$ cat config.mk
export PLATFORM = sky130hd
export DESIGN_NAME = sel_mux_pipe
export DESIGN_NICKNAME = d
export VERILOG_FILES = /design/src/rtl/sel_mux_pipe.sv
export SDC_FILE = /design/constraint.sdc
export NUM_CORES = 1
export LEC_CHECK = 0
export CAP_MARGIN = 30
export CELL_PAD_IN_SITES_DETAIL_PLACEMENT = 0
export CELL_PAD_IN_SITES_GLOBAL_PLACEMENT = 1
export CORE_UTILIZATION = 35
export DETAILED_ROUTE_END_ITERATION = 8
export HOLD_SLACK_MARGIN = 0.12
export PLACE_DENSITY_LB_ADDON = 0.05
export REMOVE_ABC_BUFFERS = 1
export SETUP_SLACK_MARGIN = 0.3
export SLEW_MARGIN = 20
export SYNTH_ARGS = -nofsm -noshare
export SYNTH_HDL_FRONTEND = slang
export SYNTH_SLANG_ARGS = --single-unit
$ cat constraint.sdc
create_clock -name clk -period 2.88 [get_ports clk]
set_input_delay 0.576 -clock clk [delete_from_list [all_inputs] [get_ports clk]]
set_output_delay 0.576 -clock clk [all_outputs]
set_load 0.02 [all_outputs]
$ cat src/rtl/sel_mux_pipe.sv
// Registered N-channel selector: a programmable code->channel map picks one input word,
// results queue in a 2-entry valid/ready buffer; unmapped codes yield DEFAULT and are counted.
module sel_mux_pipe #(
    parameter int W = 4,
    parameter int N = 4,
    parameter int SW = 4,
    parameter logic [W-1:0] DEFAULT = {W{1'b1}}
) (
    input  logic                   clk,
    input  logic                   areset,
    input  logic [N*W-1:0]         in_data,
    input  logic [SW-1:0]          in_sel,
    input  logic                   in_valid,
    output logic                   in_ready,
    output logic [W-1:0]           out_data,
    output logic                   out_hit,
    output logic                   out_valid,
    input  logic                   out_ready,
    input  logic                   cfg_we,
    input  logic [SW-1:0]          cfg_code,
    input  logic                   cfg_en,
    input  logic [$clog2(N)-1:0]   cfg_chan,
    output logic [15:0]            miss_count
);

    localparam int CW = $clog2(N);
    localparam int DEPTH = 1 << SW;

    logic          map_en   [DEPTH];
    logic [CW-1:0] map_chan [DEPTH];

    logic [W-1:0]  buf_data [2];
    logic          buf_hit  [2];
    logic          rd_ptr;
    logic          wr_ptr;
    logic [1:0]    occ;

    logic          accept;
    logic          pop;
    logic          lk_hit;
    logic [CW-1:0] lk_chan;
    logic [W-1:0]  lk_word;

    assign in_ready  = (occ != 2'd2);
    assign out_valid = (occ != 2'd0);
    assign accept    = in_valid && in_ready;
    assign pop       = out_valid && out_ready;
    assign out_data  = out_valid ? buf_data[rd_ptr] : DEFAULT;
    assign out_hit   = out_valid && buf_hit[rd_ptr];

    // An enabled entry pointing past the last channel behaves as unmapped.
    always_comb begin
        lk_chan = map_chan[in_sel];
        lk_hit  = map_en[in_sel] && (32'(lk_chan) < 32'(N));
        lk_word = DEFAULT;
        for (int k = 0; k < N; k++) begin
            if (lk_hit && (lk_chan == CW'(k)))
                lk_word = in_data[k*W +: W];
        end
    end

    always_ff @(posedge clk or posedge areset) begin
        if (areset) begin
            for (int k = 0; k < DEPTH; k++) begin
                map_en[k]   <= (k < N);
                map_chan[k] <= (k < N) ? CW'(k) : '0;
            end
        end else if (cfg_we) begin
            map_en[cfg_code]   <= cfg_en;
            map_chan[cfg_code] <= cfg_chan;
        end
    end

    always_ff @(posedge clk or posedge areset) begin
        if (areset) begin
            buf_data[0] <= DEFAULT;
            buf_data[1] <= DEFAULT;
            buf_hit[0]  <= 1'b0;
            buf_hit[1]  <= 1'b0;
            rd_ptr      <= 1'b0;
            wr_ptr      <= 1'b0;
            occ         <= 2'd0;
        end else begin
            if (accept) begin
                buf_data[wr_ptr] <= lk_word;
                buf_hit[wr_ptr]  <= lk_hit;
                wr_ptr           <= ~wr_ptr;
            end
            if (pop)
                rd_ptr <= ~rd_ptr;
            occ <= occ + 2'(accept) - 2'(pop);
        end
    end

    always_ff @(posedge clk or posedge areset) begin
        if (areset)
            miss_count <= 16'd0;
        else if (accept && !lk_hit && (miss_count != 16'hFFFF))
            miss_count <= miss_count + 16'd1;
    end

endmodule
Yosys cells after proc, flatten, opt, wreduce, memory -nomap -nowiden

Cells that the tools add are included.
W data, S select, Z words.

Bits in registers: 78
Output and inout bits: 23
Input port bits: 32
Logic and storage cells: 103

Reductions and logical operators: 14
Eq/ne operators: 5
Bitwise gates (word level): 6
$add $sub $neg: 3
Multiplexer cells: 29
Order comparisons: 6

Operators with widths:

| kind                    | number |
|---|---|
| $mux W4                 | 9 |
| $bwmux W32              | 1 |
| $add A16 B1 Y16 const B | 1 |
| $bwmux W16              | 1 |
| $ne A16 B16 Y1 const B  | 1 |
| $logic_and A1 B1 Y1     | 11 |
| $ge A5 B5 Y1 const B    | 2 |
| $not A4 Y5              | 2 |
| $bmux W2 S4             | 1 |
| $bwmux W8               | 1 |
| $demux W2 S4            | 1 |
| $mux W1                 | 7 |
| $mux W2                 | 3 |
| $lt A5 B1 Y1 const B    | 1 |
| $bmux W1 S4             | 1 |
| $demux W1 S4            | 1 |
| $demux W4 S1            | 1 |
| $eq A2 B2 Y1 const B    | 2 |
| $ge A2 B2 Y1 const B    | 2 |
| $not A1 Y2              | 2 |
| $add A2 B1 Y2           | 1 |
| $bwmux W2               | 1 |
| $eq A2 B1 Y1 const B    | 1 |
| $logic_not A2 Y1        | 1 |
| 7 further kinds         | 8 |

Logic depth before layout (Yosys ltp)

Gate-level depths: netlist of run 1.

Depth after elaboration: 11
Gate-level depth with buffers: 8
Depth with buffers taken out: 8

Worst setup path after synthesis of run 1

Ideal clock, no wire load.

Path type: in2reg
Start point: input port in_sel[2]
End point: register miss_count[8]
Stages on the path: 7
Data required time: 2751 ps
Arrival time: 2246 ps
Path buffers: 1
Setup slack: 504 ps
Library setup time: 129 ps
Cells stage by stage: buf_4 mux4_2 mux2i_4 mux2i_4 nor4b_4 nand4_1 xnor2_1

Word-level cells in the longest chain between the ends: 7

RTL lines:

| what                                        | RTL line | source |
|---|---|---|
| start: declaration                          | 12       | `input logic [SW-1:0] in_sel,` |
| $not A4 Y5 (implied by the code)            | 54       | `lk_hit = map_en[in_sel] && (32'(lk_chan) < 32'(N));` |
| $bmux W1 S4                                 | 54       |  |
| $mux W1 (implied by the code) (2 in series) | 54       |  |
| $logic_not A1 Y1                            | 98       | `else if (accept && !lk_hit && (miss_count != 16'hFFFF))` |
| $logic_and A1 B1 Y1 (2 in series)           | 98       |  |
| end signal: assignment                      | 99       | `miss_count <= miss_count + 16'd1;` |
| end: declaration                            | 23       | `output logic [15:0] miss_count` |

No other way between the ends. The select of a mux whose other input is x is not followed.
A chain may end at the register's enable or synchronous reset.

Worst setup path after layout of run 1

Start point: input port in_sel[0]
End point: register miss_count[1]

The elaborated chain is that of the path after synthesis.

==> results.ini, run 1 <==
[run_status]
status=finished, final reports clean

[setup_path]
critPathRequiredTime_ns=3.09
start_kind=input port
path_class=in -> reg
cp-end-kind=flop
reg2regPathDepth=6
cp.arrival_ns=2.55
cp_max_fo=6

[job]
maxCapViolCount=0

[route]
dr_wl_met3_um=226
top_layer=met4
vias=2613
drt-total-wl_um=8610
drc_errors=0
ant_nets=0
met1Wirelength_um=3920
first_pass_iters=4
drt-initial-drc-count=79
wl_met2_um=4360
wl_per_cell_um=16.6
via_per_inst=5.03

[timing]
grt_setup_unrepaired=false
period_minus_slack_ns=2.33
relSlewSlack_pct=59.9
skew_ns=0.00750
clock.fmax_mhz=428
worstMarginPinSlew_ns=0.597
finalCritPeriodShare_pct=81.1
holdWs_ns=0.460
fin_tns_setup_ns=0
setup_ws_ns=0.545
finalMaxSlewViolations=0
finalSetupViolations=0
hold_viol=0

[synthesis]
synth_common_cells=62 x dfrtp_1, 51 x mux2_2, 23 x nand2_1
synth_edf_count=0
syn_inst=306
ys_types=39
synth_area_leaders=dfrtp_1 39%, mux2_2 14%, dfstp_2 11%
syn_area_mm2=0.00397
ys_seq_area_share_pct=49.7
synth-seq-cells=78
synth_top_area_cell=dfrtp_1
syn_avg_cell_area_um2=13.0
synth_top_area_share_pct=39.1
yosysWarnings=0
async_flop_share_pct=100
synthFlopType=dfrtp_1
yosysMostFrequentCell=dfrtp_1

[global_routing]
grt_pass1_wl_um=14100
antenna_found_initial=0
grt_pass1_vias=2622
globalRouteOverflowTotal=0
grt_usage_pct=16.2
grt_max_degree=79

[placed_design]
dpl.hpwl_um=6310
placed_cells_incl_taps=501
preCtsSetupSlack_ns=-0.182
place_area_mm2=0.00478
port_buffers=54
place.gp.congestion=0.721

[pwr]
cellInternalPower_mw=2.81
p_seq_share_pct=40.5
pwr-share-clk_pct=25.1
p_sw_share_pct=31.0
p_leak_nw=2.11
irDropWorstVdd_mv=0.427
power_mw=4.08
pwr-share-comb_pct=34.4
p_sw_mw=1.26
cellPowerDensity_mw_per_mm2=800

[worst_hold_path]
min_path_type=reg -> reg
hold_path_depth=2

[cts]
htreeDepth=3
clock_latency_ns=0.33
cts_tree=yes
tritoncts.num_buffers=9
root_buffer=clkbuf_16
clk_pin_slew_ns=0.06
cts_sinks=78
cts.path.max_buffers=2

[floorplanning]
initial_utilization_pct=36.3
ioPinCount=55
die_y_um=109
core_mm2=0.0109
die_x_um=109
die_area_mm2=0.0118
rows=38

[finish]
diodes=0
stdcell_area_mm2=0.00509
drive_gt1_share_pct=31.3
areaGrowthSynthToFinish_pct=28.3
fin_util_pct=46.6
fin_nets=410
stdcell_count=520

what timing repair did:
action | CTS | global route
resized for setup | 7 | 2
buffers inserted | 0 | 3
pin swaps | 2 | 3
hold endpoints to repair | 0 | 0
setup endpoints to repair | 9 | 10
gates cloned | 0 | 0
hold buffers | 0 | 0
cells in the final DEF, fill, tap and decap left out, types with 2 or more instances in the layout:
| cell type | instances |
|---|---|
| dfrtp_1 | 62 |
| clkdlybuf4s50_1 | 52 |
| mux2_2 | 51 |
| nand2_1 | 23 |
| nor2_1 | 16 |
| dfstp_2 | 16 |
| xnor2_1 | 15 |
| mux2i_1 | 13 |
| nand3_1 | 12 |
| mux4_2 | 10 |
| clkbuf_16 | 9 |
| buf_4 | 9 |
| a22o_1 | 8 |
| o211ai_1 | 8 |
| o21ai_1 | 8 |
| nand3b_1 | 6 |
| nand4_1 | 4 |
| mux2i_4 | 4 |
| inv_1 | 4 |
| buf_12 | 4 |
| nand2b_1 | 3 |
| or3_1 | 3 |
| xor2_1 | 3 |
| ha_1 | 3 |
| clkinv_2 | 3 |
| buf_6 | 3 |
| and4_1 | 2 |
| and3_1 | 2 |
| and2_1 | 2 |
| mux4_1 | 2 |
| o22ai_2 | 2 |
| o22ai_1 | 2 |
| clkbuf_1 | 2 |
power groups by stage:
stage	sequential [mW]	clock (mW)	combinational, mW
3_3_place_gp	1.67	0	1.38
2_1_floorplan	1.66	0	0.858
6_report	1.65	1.03	1.40
3_5_place_dp	1.67	0	1.40
5_1_grt	1.70	1.12	1.53
4_1_cts	1.66	1.06	1.41
layer usage:
layer,GRT usage (%),vias up
met3,2.71,6
met1,20.2,1308
li1,-,1259
met2,27.4,40
met5,0,-
met4,7.24,0
final cells by class:
type | instances | area (um^2)
Clock buffer | 12 | 246
Clock inverter | 4 | 23.8
Fill cell | 1039 | 5840
Inverter | 5 | 18.8
Multi-Input combinational cell | 211 | 1940
Sequential cell | 78 | 1970
Tap cell | 140 | 175
Timing Repair Buffer | 70 | 723
flip-flops by register name (all words and copies together), names as in the netlist:
register	cells
buf_hit	2
miss_count	16
wr_ptr	1
rd_ptr	1
occ	2
buf_data	8
map_en	16
map_chan	32
cell families (layout without fill, tap and decap cells):
group	after synthesis	count (layout)	synth area share, %
adder cells (fa/ha/maj)	3	3	0.946
flip-flops	78	78	49.7
buffers and inverters	17	91	1.92
AO/OA/AOI/OAI	29	29	5.42
XOR/XNOR	18	18	3.97
AND/OR/NAND/NOR	80	80	10.8
multiplexers	81	81	27.3
path summary, 6_finish.rpt:
check / from / end / slack [ns]
setup reg to reg: miss_count[2]$_DFFE_PP0P_ / miss_count[1]$_DFFE_PP0P_ / 0.64
hold / removal: buf_data[2]$_DFFE_PP1P_ / buf_data[2]$_DFFE_PP1P_ / 0.46
setup / recovery: in_sel[0] / miss_count[1]$_DFFE_PP0P_ / 0.55
min in group asynchronous: areset / occ[1]$_DFF_PP0_ / 0.66
hold reg to reg: buf_data[2]$_DFFE_PP1P_ / buf_data[2]$_DFFE_PP1P_ / 0.46
max in group asynchronous: areset / buf_data[0]$_DFFE_PP1P_ / 1.85
worst max-delay path: stages:
cell	delay, ns
dlygate4sd2_1	0.24
buf_12	0.14
mux4_2	0.53
mux2i_4	0.20
mux2i_4	0.13
a211oi_4	0.28
buf_4	0.15
mux2_1	0.30
Power figures use the tool's default switching activity.
==> run 2, diff against run 1 <==
==> constraint.sdc (replaced) <==
create_clock -name clk -period 2.4 [get_ports clk]
set_input_delay 0.48 -clock clk [delete_from_list [all_inputs] [get_ports clk]]
set_output_delay 0.48 -clock clk [all_outputs]
set_load 0.02 [all_outputs]
==> run 2 against run 1 <==
Combinational power is 18% higher; wire length is 0.33% higher; clock skew rose by 0.00075 ns; via count grew 1.3%; largest cell class unchanged; largest power group unchanged.
==> results.ini, run 2 (synthesis results as in run 1) <==
[run_status]
status=finished, final reports clean  ; unchanged

[placed_design]
dpl.hpwl_um=6430  ; was 6310 um
place.gp.congestion=0.718  ; was 0.721
place_area_mm2=0.00484  ; was 0.00478 mm^2
placed_cells_incl_taps=509  ; was 501
port_buffers=54  ; unchanged

[route]
wl_per_cell_um=16.3  ; was 16.6 um
drt-initial-drc-count=61  ; was 79
drc_errors=0  ; unchanged
drt-total-wl_um=8640  ; was 8610 um
via_per_inst=4.99  ; was 5.03
ant_nets=0  ; unchanged
first_pass_iters=4  ; unchanged
vias=2648  ; was 2,613

[timing]
holdWs_ns=0.463  ; was 0.460 ns
finalMaxSlewViolations=0  ; unchanged
skew_ns=0.00825  ; was 0.00750 ns
relSlewSlack_pct=57.7  ; was 59.9%
grt_setup_unrepaired=true  ; was false
period_minus_slack_ns=2.04
hold_viol=0  ; unchanged
worstMarginPinSlew_ns=0.632  ; was 0.597 ns
finalCritPeriodShare_pct=85.2
clock.fmax_mhz=489
finalSetupViolations=0  ; unchanged

[worst_hold_path]
min_path_type=reg -> reg  ; unchanged
min-delay-start=buf_data[1]$_DFFE_PP1P_  ; was buf_data[2]$_DFFE_PP1P_
hold_path_depth=2  ; unchanged
hold_end=buf_data[1]$_DFFE_PP1P_  ; was buf_data[2]$_DFFE_PP1P_

[setup_path]
path_class=in -> reg  ; unchanged
reg2regPathDepth=7  ; was 6
reg2reg_from=map_en[10]$_DFFE_PP0P_  ; was miss_count[2]$_DFFE_PP0P_
cp-end-kind=flop  ; unchanged
start_kind=input port  ; unchanged
critPathMaxStageDelay_ns=0.31  ; was 0.53 ns
cp.arrival_ns=2.26  ; was 2.55 ns
slowest_stage=mux4_2  ; unchanged
cp_max_fo=7  ; was 6
critPathRequiredTime_ns=2.62  ; was 3.09 ns
regToRegEndpoint=miss_count[8]$_DFFE_PP0P_  ; was miss_count[1]$_DFFE_PP0P_
crit_chain=buf_6 -> buf_12 -> buf_8 -> buf_4 -> mux4_2 -> mux2i_4 -> mux2i_4 -> nor4b_4 -> buf_6 -> nand4_1 -> xnor2_1  ; was dlygate4sd2_1 -> buf_12 -> mux4_2 -> mux2i_4 -> mux2i_4 -> a211oi_4 -> buf_4 -> mux2_1
r2r_slack_ns=0.38  ; was 0.64 ns

[global_routing]
grt_pass1_wl_um=14400  ; was 14,100 um
antenna_found_initial=0  ; unchanged
grt_pass1_vias=2714  ; was 2,622
grt_usage_pct=16.4  ; was 16.2%
grt_max_degree=28  ; was 79
globalRouteOverflowTotal=0  ; unchanged

[cts]
htreeDepth=3  ; unchanged
cts_tree=yes  ; unchanged
clock_latency_ns=0.33  ; about the same
tritoncts.num_buffers=9  ; unchanged
postCtsHoldBufs=0  ; unchanged
clk_pin_slew_ns=0.06  ; about the same
root_buffer=clkbuf_16  ; unchanged
cts_sinks=78  ; unchanged
cts.path.max_buffers=2  ; unchanged

[pwr]
pwr-share-clk_pct=28.9  ; was 25.1%
p_sw_mw=1.55  ; was 1.26 mW
p_sw_share_pct=30.3  ; was 31.0%
p_leak_nw=2.19  ; was 2.11 nW
cellInternalPower_mw=3.56  ; was 2.81 mW
power_mw=5.11  ; was 4.08 mW
pwr-share-comb_pct=32.3  ; was 34.4%
p_seq_share_pct=38.8  ; was 40.5%
cellPowerDensity_mw_per_mm2=974  ; was 800 mW/mm^2
irDropWorstVdd_mv=0.481  ; was 0.427 mV

[floorplanning]
die_x_um=109  ; unchanged
die_area_mm2=0.0118  ; unchanged
die_y_um=109  ; unchanged
initial_utilization_pct=36.3  ; unchanged
ioPinCount=55  ; unchanged
core_mm2=0.0109  ; unchanged
rows=38  ; unchanged

[finish]
fin_nets=421  ; was 410
largest_reg_flops=32  ; unchanged
largest_register=map_chan  ; unchanged
multiInputGateArea_mm2=0.00195  ; was 0.00194 mm^2
n_fill_cell=1035  ; was 1,039
final_cell_mix=60 x dfrtp_1, 51 x mux2_2, 45 x clkdlybuf4s50_1  ; was 62 x dfrtp_1, 52 x clkdlybuf4s50_1, 51 x mux2_2
drive_gt1_share_pct=35.0  ; was 31.3%
areaGrowthSynthToFinish_pct=32.3  ; was 28.3%
diodes=0  ; unchanged
stdcell_count=531  ; was 520
regArea_mm2=0.00197  ; about the same
stdcell_area_mm2=0.00525  ; was 0.00509 mm^2
final_common_cell=dfrtp_1  ; unchanged
largestRegisters=map_chan: 32 flops, map_en: 16 flops, miss_count: 16 flops  ; unchanged
fin_util_pct=48.0  ; was 46.6%

[job]
maxCapViolCount=0  ; unchanged

[run 2: cell count changes in the layout (fill, tap and decap cells not counted), sizes merged]
cell,delta
buf,+13
clkdlybuf4s50,-7
clkinv,-4
dlygate4sd2,+4
clkinvlp,+3
bufinv,+2
clkbuf,-1
dlymetal6s2s,+1
[run 2: metal layers]
layer  track usage, %  part of all wire [%]
met1             22.1                    47
met2             26.4                    49
met3             2.53                   3.0
met4             6.37                   1.6
met5                0                     0
[run 2: power by group through the flow]
stage / clock (mW) / sequential, mW / combinational, mW
finish: 1.48 / 1.98 / 1.65
global route: 1.56 / 2.04 / 1.81
CTS: 1.52 / 1.99 / 1.65
detailed placement: 0 / 2.01 / 1.68
global placement: 0 / 2.00 / 1.66
floorplan: 0 / 1.99 / 1.03
[run 2: through the flow]
stage | TNS, ns | worst slack (ns)
2_1_floorplan | -3.01 | -0.0486
3_3_place_gp | -9.37 | -0.493
3_5_place_dp | -10.37 | -0.554
4_1_cts | 0 | 0.306
5_1_grt | 0 | 0.259
6_report | 0 | 0.355
[run 2: worst max path at each step]
stage / start / to / slack (ns)
after floorplan: areset / buf_hit[0]$_DFFE_PP0P_ / -0.05
after global placement: in_sel[0] / buf_data[0]$_DFFE_PP1P_ / -0.49
after detailed placement: in_sel[0] / buf_data[5]$_DFFE_PP1P_ / -0.55
after CTS: in_sel[3] / buf_data[1]$_DFFE_PP1P_ / 0.31
after global routing: in_sel[2] / miss_count[8]$_DFFE_PP0P_ / 0.26
final: in_sel[0] / miss_count[8]$_DFFE_PP0P_ / 0.36
[run 2: layout make-up]
cell class,instances,share of cell area [%]
Tap cell,140,3.33
Multi-Input combinational cell,211,37.1
Inverter,5,0.357
Sequential cell,78,37.6
Clock buffer,11,4.62
Clock inverter,5,1.57
Timing Repair Buffer,81,15.4
[run 2: repair_timing]
| item | 4_1_cts | 5_1_grt |
|---|---|---|
| pin swaps | 6 | 8 |
| resized for setup | 21 | 8 |
| buffers inserted | 4 | 2 |
| cloned | 0 | 0 |
| endpoints found under the hold margin | 0 | 0 |
| setup endpoints to repair | 31 | 22 |
[run 2: worst max-delay path: cells and delay by family]
kind	cells	cell delay, ns
buf+inv	5	0.64
simple gates	2	0.39
mux	3	0.62
xor+xnor	1	0.14
==> run 3, diff against run 2 <==
--- a/config.mk
+++ b/config.mk
@@ -14,6 +14,7 @@
 export PLACE_DENSITY_LB_ADDON = 0.05
 export REMOVE_ABC_BUFFERS = 1
 export SETUP_SLACK_MARGIN = 0.3
+export SKIP_LAST_GASP = 1
 export SLEW_MARGIN = 20
 export SYNTH_ARGS = -nofsm -noshare
 export SYNTH_HDL_FRONTEND = slang
==> results of run 3 <==
The final DEF is identical to that of run 2; final timing and power are the same.
